**src/rtl/lpupf_pkg.sv**
```systemverilog
// Shared types and constants for the lpupf power-state sequencer.
package lpupf_pkg;

  localparam int MAX_DOM   = 8;
  localparam int DOM_IDX_W = 3;

  typedef enum logic [2:0] {
    IDLE,
    ISO,
    SAVE,
    OFF,
    ON,
    REST,
    DEISO,
    DONE
  } seq_state_t;

  function automatic int max2(input int a, input int b);
    return (a > b) ? a : b;
  endfunction

endpackage

```
**src/rtl/lpupf_dly_cnt.sv**
```systemverilog
// Loadable down-counter; holds at zero and flags expiry there.
module lpupf_dly_cnt #(
  parameter int W = 3
) (
  input  logic         i_clk,
  input  logic         i_rst,
  input  logic         i_load,
  input  logic [W-1:0] i_val,
  output logic         o_expired
);

  logic [W-1:0] r_cnt;

  always_ff @(posedge i_clk) begin
    if (i_rst) begin
      r_cnt <= '0;
    end else if (i_load) begin
      r_cnt <= i_val;
    end else if (r_cnt != '0) begin
      r_cnt <= r_cnt - 1'b1;
    end
  end

  assign o_expired = (r_cnt == '0);

endmodule

```
**src/rtl/lpupf_pwr_seq.sv**
```systemverilog
// Power-state sequencer driving isolation, retention and power switches per domain.
// Build option: LPUPF_RET_EN enables the SAVE/REST retention steps.
//
// state | meaning
// IDLE  | waiting for a request
// ISO   | isolation asserted, settling before switch-off
// SAVE  | retention save pulse
// OFF   | switch open, waiting for power to collapse
// ON    | switch closed, waiting for supply to settle
// REST  | retention restore pulse
// DEISO | isolation released, settling
// DONE  | commit domain state, pulse done
module lpupf_pwr_seq
  import lpupf_pkg::*;
#(
  parameter int NUM_DOM = 5,
  parameter int ISO_DLY = 2,
  parameter int PWR_DLY = 4
) (
  input  logic                 i_clk_upf,
  input  logic                 i_rst_upf,
  input  logic                 i_req_valid,
  output logic                 o_req_ready,
  input  logic [DOM_IDX_W-1:0] i_req_dom,
  input  logic                 i_req_on,
  input  logic                 i_force_iso,
  output logic [NUM_DOM-1:0]   o_iso,
  output logic [NUM_DOM-1:0]   o_pwr_en,
  output logic [NUM_DOM-1:0]   o_save,
  output logic [NUM_DOM-1:0]   o_restore,
  output logic [NUM_DOM-1:0]   o_pwr_stat,
  output logic                 o_done,
  output logic                 o_err
);

  localparam int CNT_W = $clog2(max2(ISO_DLY, PWR_DLY)) + 1;
  localparam logic [CNT_W-1:0] ISO_LD = CNT_W'(ISO_DLY - 1);
  localparam logic [CNT_W-1:0] PWR_LD = CNT_W'(PWR_DLY - 1);

  seq_state_t           r_state;
  logic [DOM_IDX_W-1:0] r_dom;
  logic [NUM_DOM-1:0]   r_iso, r_pwr_en, r_pwr_stat;
  logic                 r_done, r_err;
  logic                 w_accept, w_illegal, w_redundant, w_expired, w_load;
  logic [CNT_W-1:0]     w_load_val;
  logic [NUM_DOM-1:0]   w_req_mask, w_dom_mask;

  assign o_req_ready = (r_state == IDLE) && !i_rst_upf;
  assign w_accept    = i_req_valid && o_req_ready;
  assign w_illegal   = (32'(i_req_dom) >= 32'(NUM_DOM));
  assign w_req_mask  = NUM_DOM'(1) << i_req_dom;
  assign w_dom_mask  = NUM_DOM'(1) << r_dom;
  assign w_redundant = (((r_pwr_stat & w_req_mask) != '0) == i_req_on);

  // Reload on every exit into a timed state; SAVE/REST pass straight through.
  always_comb begin
    w_load     = 1'b0;
    w_load_val = ISO_LD;
    case (r_state)
      IDLE: begin
        if (w_accept && !w_illegal && !w_redundant) begin
          w_load     = 1'b1;
          w_load_val = i_req_on ? PWR_LD : ISO_LD;
        end
      end
      ISO:  begin w_load = w_expired; w_load_val = PWR_LD; end
      SAVE: begin w_load = 1'b1;      w_load_val = PWR_LD; end
      ON:   begin w_load = w_expired; w_load_val = ISO_LD; end
      REST: begin w_load = 1'b1;      w_load_val = ISO_LD; end
      default: ;
    endcase
  end

  lpupf_dly_cnt #(.W(CNT_W)) u_dly_cnt (
    .i_clk     (i_clk_upf),
    .i_rst     (i_rst_upf),
    .i_load    (w_load),
    .i_val     (w_load_val),
    .o_expired (w_expired)
  );

`ifdef LPUPF_RET_EN
  logic [NUM_DOM-1:0] r_save, r_restore;
  assign o_save    = r_save;
  assign o_restore = r_restore;
`else
  assign o_save    = '0;
  assign o_restore = '0;
`endif

  always_ff @(posedge i_clk_upf) begin
    if (i_rst_upf) begin
      r_state    <= IDLE;
      r_dom      <= '0;
      r_iso      <= '0;
      r_pwr_en   <= '1;
      r_pwr_stat <= '1;
      r_done     <= 1'b0;
      r_err      <= 1'b0;
`ifdef LPUPF_RET_EN
      r_save     <= '0;
      r_restore  <= '0;
`endif
    end else begin
      r_done <= 1'b0;
      r_err  <= 1'b0;
`ifdef LPUPF_RET_EN
      r_save    <= '0;
      r_restore <= '0;
`endif
      case (r_state)
        IDLE: begin
          if (w_accept) begin
            r_dom <= i_req_dom;
            if (w_illegal) begin
              r_err <= 1'b1;
            end else if (w_redundant) begin
              r_done <= 1'b1;
            end else if (i_req_on) begin
              r_pwr_en <= r_pwr_en | w_req_mask;
              r_state  <= ON;
            end else begin
              r_iso   <= r_iso | w_req_mask;
              r_state <= ISO;
            end
          end
        end
        ISO: begin
          if (w_expired) begin
`ifdef LPUPF_RET_EN
            r_save  <= w_dom_mask;
            r_state <= SAVE;
`else
            r_pwr_en <= r_pwr_en & ~w_dom_mask;
            r_state  <= OFF;
`endif
          end
        end
`ifdef LPUPF_RET_EN
        SAVE: begin
          r_pwr_en <= r_pwr_en & ~w_dom_mask;
          r_state  <= OFF;
        end
        REST: begin
          r_iso   <= r_iso & ~w_dom_mask;
          r_state <= DEISO;
        end
`endif
        OFF: begin
          if (w_expired) begin
            r_pwr_stat <= r_pwr_stat & ~w_dom_mask;
            r_done     <= 1'b1;
            r_state    <= DONE;
          end
        end
        ON: begin
          if (w_expired) begin
`ifdef LPUPF_RET_EN
            r_restore <= w_dom_mask;
            r_state   <= REST;
`else
            r_iso   <= r_iso & ~w_dom_mask;
            r_state <= DEISO;
`endif
          end
        end
        DEISO: begin
          if (w_expired) begin
            r_pwr_stat <= r_pwr_stat | w_dom_mask;
            r_done     <= 1'b1;
            r_state    <= DONE;
          end
        end
        DONE:    r_state <= IDLE;
        default: r_state <= IDLE;
      endcase
    end
  end

  assign o_iso      = r_iso | {NUM_DOM{i_force_iso}};
  assign o_pwr_en   = r_pwr_en;
  assign o_pwr_stat = r_pwr_stat;
  assign o_done     = r_done;
  assign o_err      = r_err;

endmodule
```
**config.mk**
```make
export PLATFORM = sky130hd
export DESIGN_NAME = lpupf_pwr_seq
export DESIGN_NICKNAME = d
export VERILOG_FILES = /design/src/rtl/lpupf_pkg.sv /design/src/rtl/lpupf_dly_cnt.sv /design/src/rtl/lpupf_pwr_seq.sv
export SDC_FILE = /design/constraint.sdc
export NUM_CORES = 1
export LEC_CHECK = 0
export CORE_UTILIZATION = 30
export CTS_CLUSTER_SIZE = 12
export DETAILED_ROUTE_END_ITERATION = 7
export GPL_TIMING_DRIVEN = 0
export MAX_ROUTING_LAYER = met4
export PLACE_DENSITY_LB_ADDON = 0.15
export REMOVE_ABC_BUFFERS = 1
export SLEW_MARGIN = 10
export SYNTH_ARGS = -nofsm -noshare
export SYNTH_HDL_FRONTEND = slang
export SYNTH_SLANG_ARGS = --single-unit
```
**constraint.sdc**
```tcl
create_clock -name i_clk_upf -period 6.4 [get_ports i_clk_upf]
set_input_delay 1.28 -clock i_clk_upf [delete_from_list [all_inputs] [get_ports i_clk_upf]]
set_output_delay 1.28 -clock i_clk_upf [all_outputs]
set_load 0.1 [all_outputs]
```
==> results_dict.tcl <==
set metrics [dict create \
    cts_setup_buffers 0 \
    synth-edff-count 0 \
    gp_congestion 0.779 \
    dp_hpwl_um 2440 \
    seq_area_frac_synth_pct 33.8 \
    path_class "input pin to output pin" \
    period_needed_ns 5.18 \
    r2r_slack_ns 3.80 \
    design_area_um2 1800 \
    antenna_found_initial 0 \
    grt_use_total_pct 14.3 \
    final_cell_mix "nor2_1, dfxtp_1, clkdlybuf4s50_1" \
    cp.arrival_ns 3.90 \
    p_leak_nw 0.659 \
    gr-total-overflow 0 \
    vias 1277 \
    ys_types 46 \
    n_fill_cell 526 \
    r2r-start "u_dly_cnt.r_cnt[0]$_SDFFE_PP0P_" \
    min_from "o_pwr_en[2]$_SDFFE_PP1P_" \
    synthToLayoutAreaGrowth_pct 16.9 \
    placed_cells 262 \
    grt_pass1_wl_um 5820 \
    status "finished, final reports clean" \
    setup_viol 0 \
    path_max_fanout 28 \
    grt_pass1_vias 1232 \
    post-route-period-util_pct 81.0 \
    cts-root-buf "clkbuf_8" \
    ir_worst_vdd_v 0.000144 \
    clock-sinks 26 \
    yosys_warnings 0 \
    grt_start_max_net_pins 29 \
    layout_commonest_cell "nor2_1" \
    async_reset_ff_share_pct 0 \
    htreeDepth 1 \
    start_kind "input pin" \
    synth-main-ff-cell "dfxtp_1" \
    drc 0 \
    crit_path_end_kind "output pin" \
    wl_per_cell_um 12.8 \
    initial_core_util_pct 31.9 \
    skew_ns 0.00104 \
    cts.repair.resized 0 \
    hold_buffers 0 \
    placed_area_um2 1760 \
    fmax_mhz 193 \
    wirelength_um 3390 \
    port_buffers 25 \
    r2r-end "r_state[0]$_SDFFE_PP0P_" \
    cts_inserted_buffers 3 \
    rsz0062_at_grt "no" \
    clk_pin_slew_ns 0.09 \
    hold_viol_final 0 \
    power_density_nw_per_um2 273 \
    fp.coreArea_um2 4820 \
    hold_depth 2 \
    viasPerCell 4.82 \
    nets 210 \
    grtUsageMet2_pct 24.3 \
    synth_top_area_cell "dfxtp_1" \
    p_total_uw 491 \
    syn_area_per_cell_um2 8.36 \
    maxCapViolations 0 \
    critPathRequiredTime_ns 5.12 \
    tightestPinTransition_ns 1.11 \
    cts_tree "yes" \
    stdcell_count 265 \
    synth_cells 184 \
    clk_latency_ns 0.27 \
    drtPass1Iterations 4 \
    cts_buffer_depth 2 \
    hold_path.class "flip-flop to flip-flop" \
    slew_headroom_pct 25.7 \
    slew_viol_final 0 \
    drtAntennaViolNets 0 \
    drive_gt1_share_pct 8.59 \
    grt.met3_usage_pct 3.70 \
    top_level_ports 36 \
    ff2ff_path_depth 7 \
    synthTopCellsByArea "dfxtp_1, nor2_1, buf_4" \
    hold_end "o_pwr_en[2]$_SDFFE_PP1P_" \
    dieArea_um2 5420 \
    die_h_um 73.6 \
    drtIter0Drc 89 \
    yosysTopAreaCellShare_pct 33.8 \
    ys_seq_elements 26 \
    grt_busiest_layer "met2" \
    synth.cell_area_um2 1540 \
    tns_ns 0 \
    grtUsageMet1_pct 17.5 \
    n_antenna_cell 0 \
    die_w_um 73.6 \
    rows 25 \
]
how the worst max path moves through the flow:
stage | start | depth (start not counted) | end | slack (ns)
CTS | i_rst_upf | 3 | o_req_ready | 1.18
finish | i_rst_upf | 3 | o_req_ready | 1.22
global route | i_rst_upf | 3 | o_req_ready | 1.01
detailed placement | i_rst_upf | 3 | o_req_ready | 1.18
floorplan | i_rst_upf | 5 | u_dly_cnt.r_cnt[1]$_SDFFE_PP0P_ | 2.70
global placement | i_rst_upf | 3 | o_req_ready | 1.19
Yosys cell counts, types with 5 or more instances:
cell type	n
a21oi_1	5
a221o_1	5
buf_4	10
clkbuf_1	7
dfxtp_1	26
inv_1	5
nand2_1	13
nor2_1	30
nor2b_1	6
o21ai_0	11
o22ai_1	5
or2_2	5
cell families after synthesis:
family	synth area share (%)
xor gates and xnor gates	2.28
and+or+nand+nor	26.2
DFF	33.8
other	0.244
adders and majority gates	1.63
buffers and inverters	10.9
AOI/OAI and AO/OA	21.4
muxes	3.58
stage by stage:
step	setup slack, ns	hold WS, ns	util (%)
global route	1.01	0.566	37.4
finish	1.22	0.518	37.4
global placement	1.19	0.500	36.5
CTS	1.18	0.527	37.4
floorplan	2.70	0.516	-
detailed placement	1.18	0.507	36.5
report_power, final:
part | internal, mW | switching [mW] | leakage (nW)
sequential | 0.177 | 0.0168 | 0.211
combinational | 0.0682 | 0.136 | 0.426
clock | 0.0422 | 0.0507 | 0.0216
critical path, cell delays in order:
cell and delay, ns:
clkdlybuf4s50_1 0.97, nor4_4 0.44, clkdlybuf4s50_1 1.20
layout make-up:
class | instances | area, um^2 | share of cell area (%)
flip-flops and latches | 26 | 520 | 28.9
inverters | 5 | 18.8 | 1.04
repair buffers | 25 | 250 | 13.9
well taps | 67 | 83.8 | 4.66
clock buffers | 3 | 41.3 | 2.29
multi-input cells | 139 | 885 | 49.2
layer usage:
layer,vias up,share of wire [%]
met3,2,5.1
met1,598,47
met2,33,48
met4,0,0.44
met5,-,0
li1,644,-
Note: power is estimated with default switching activity, not from simulation.
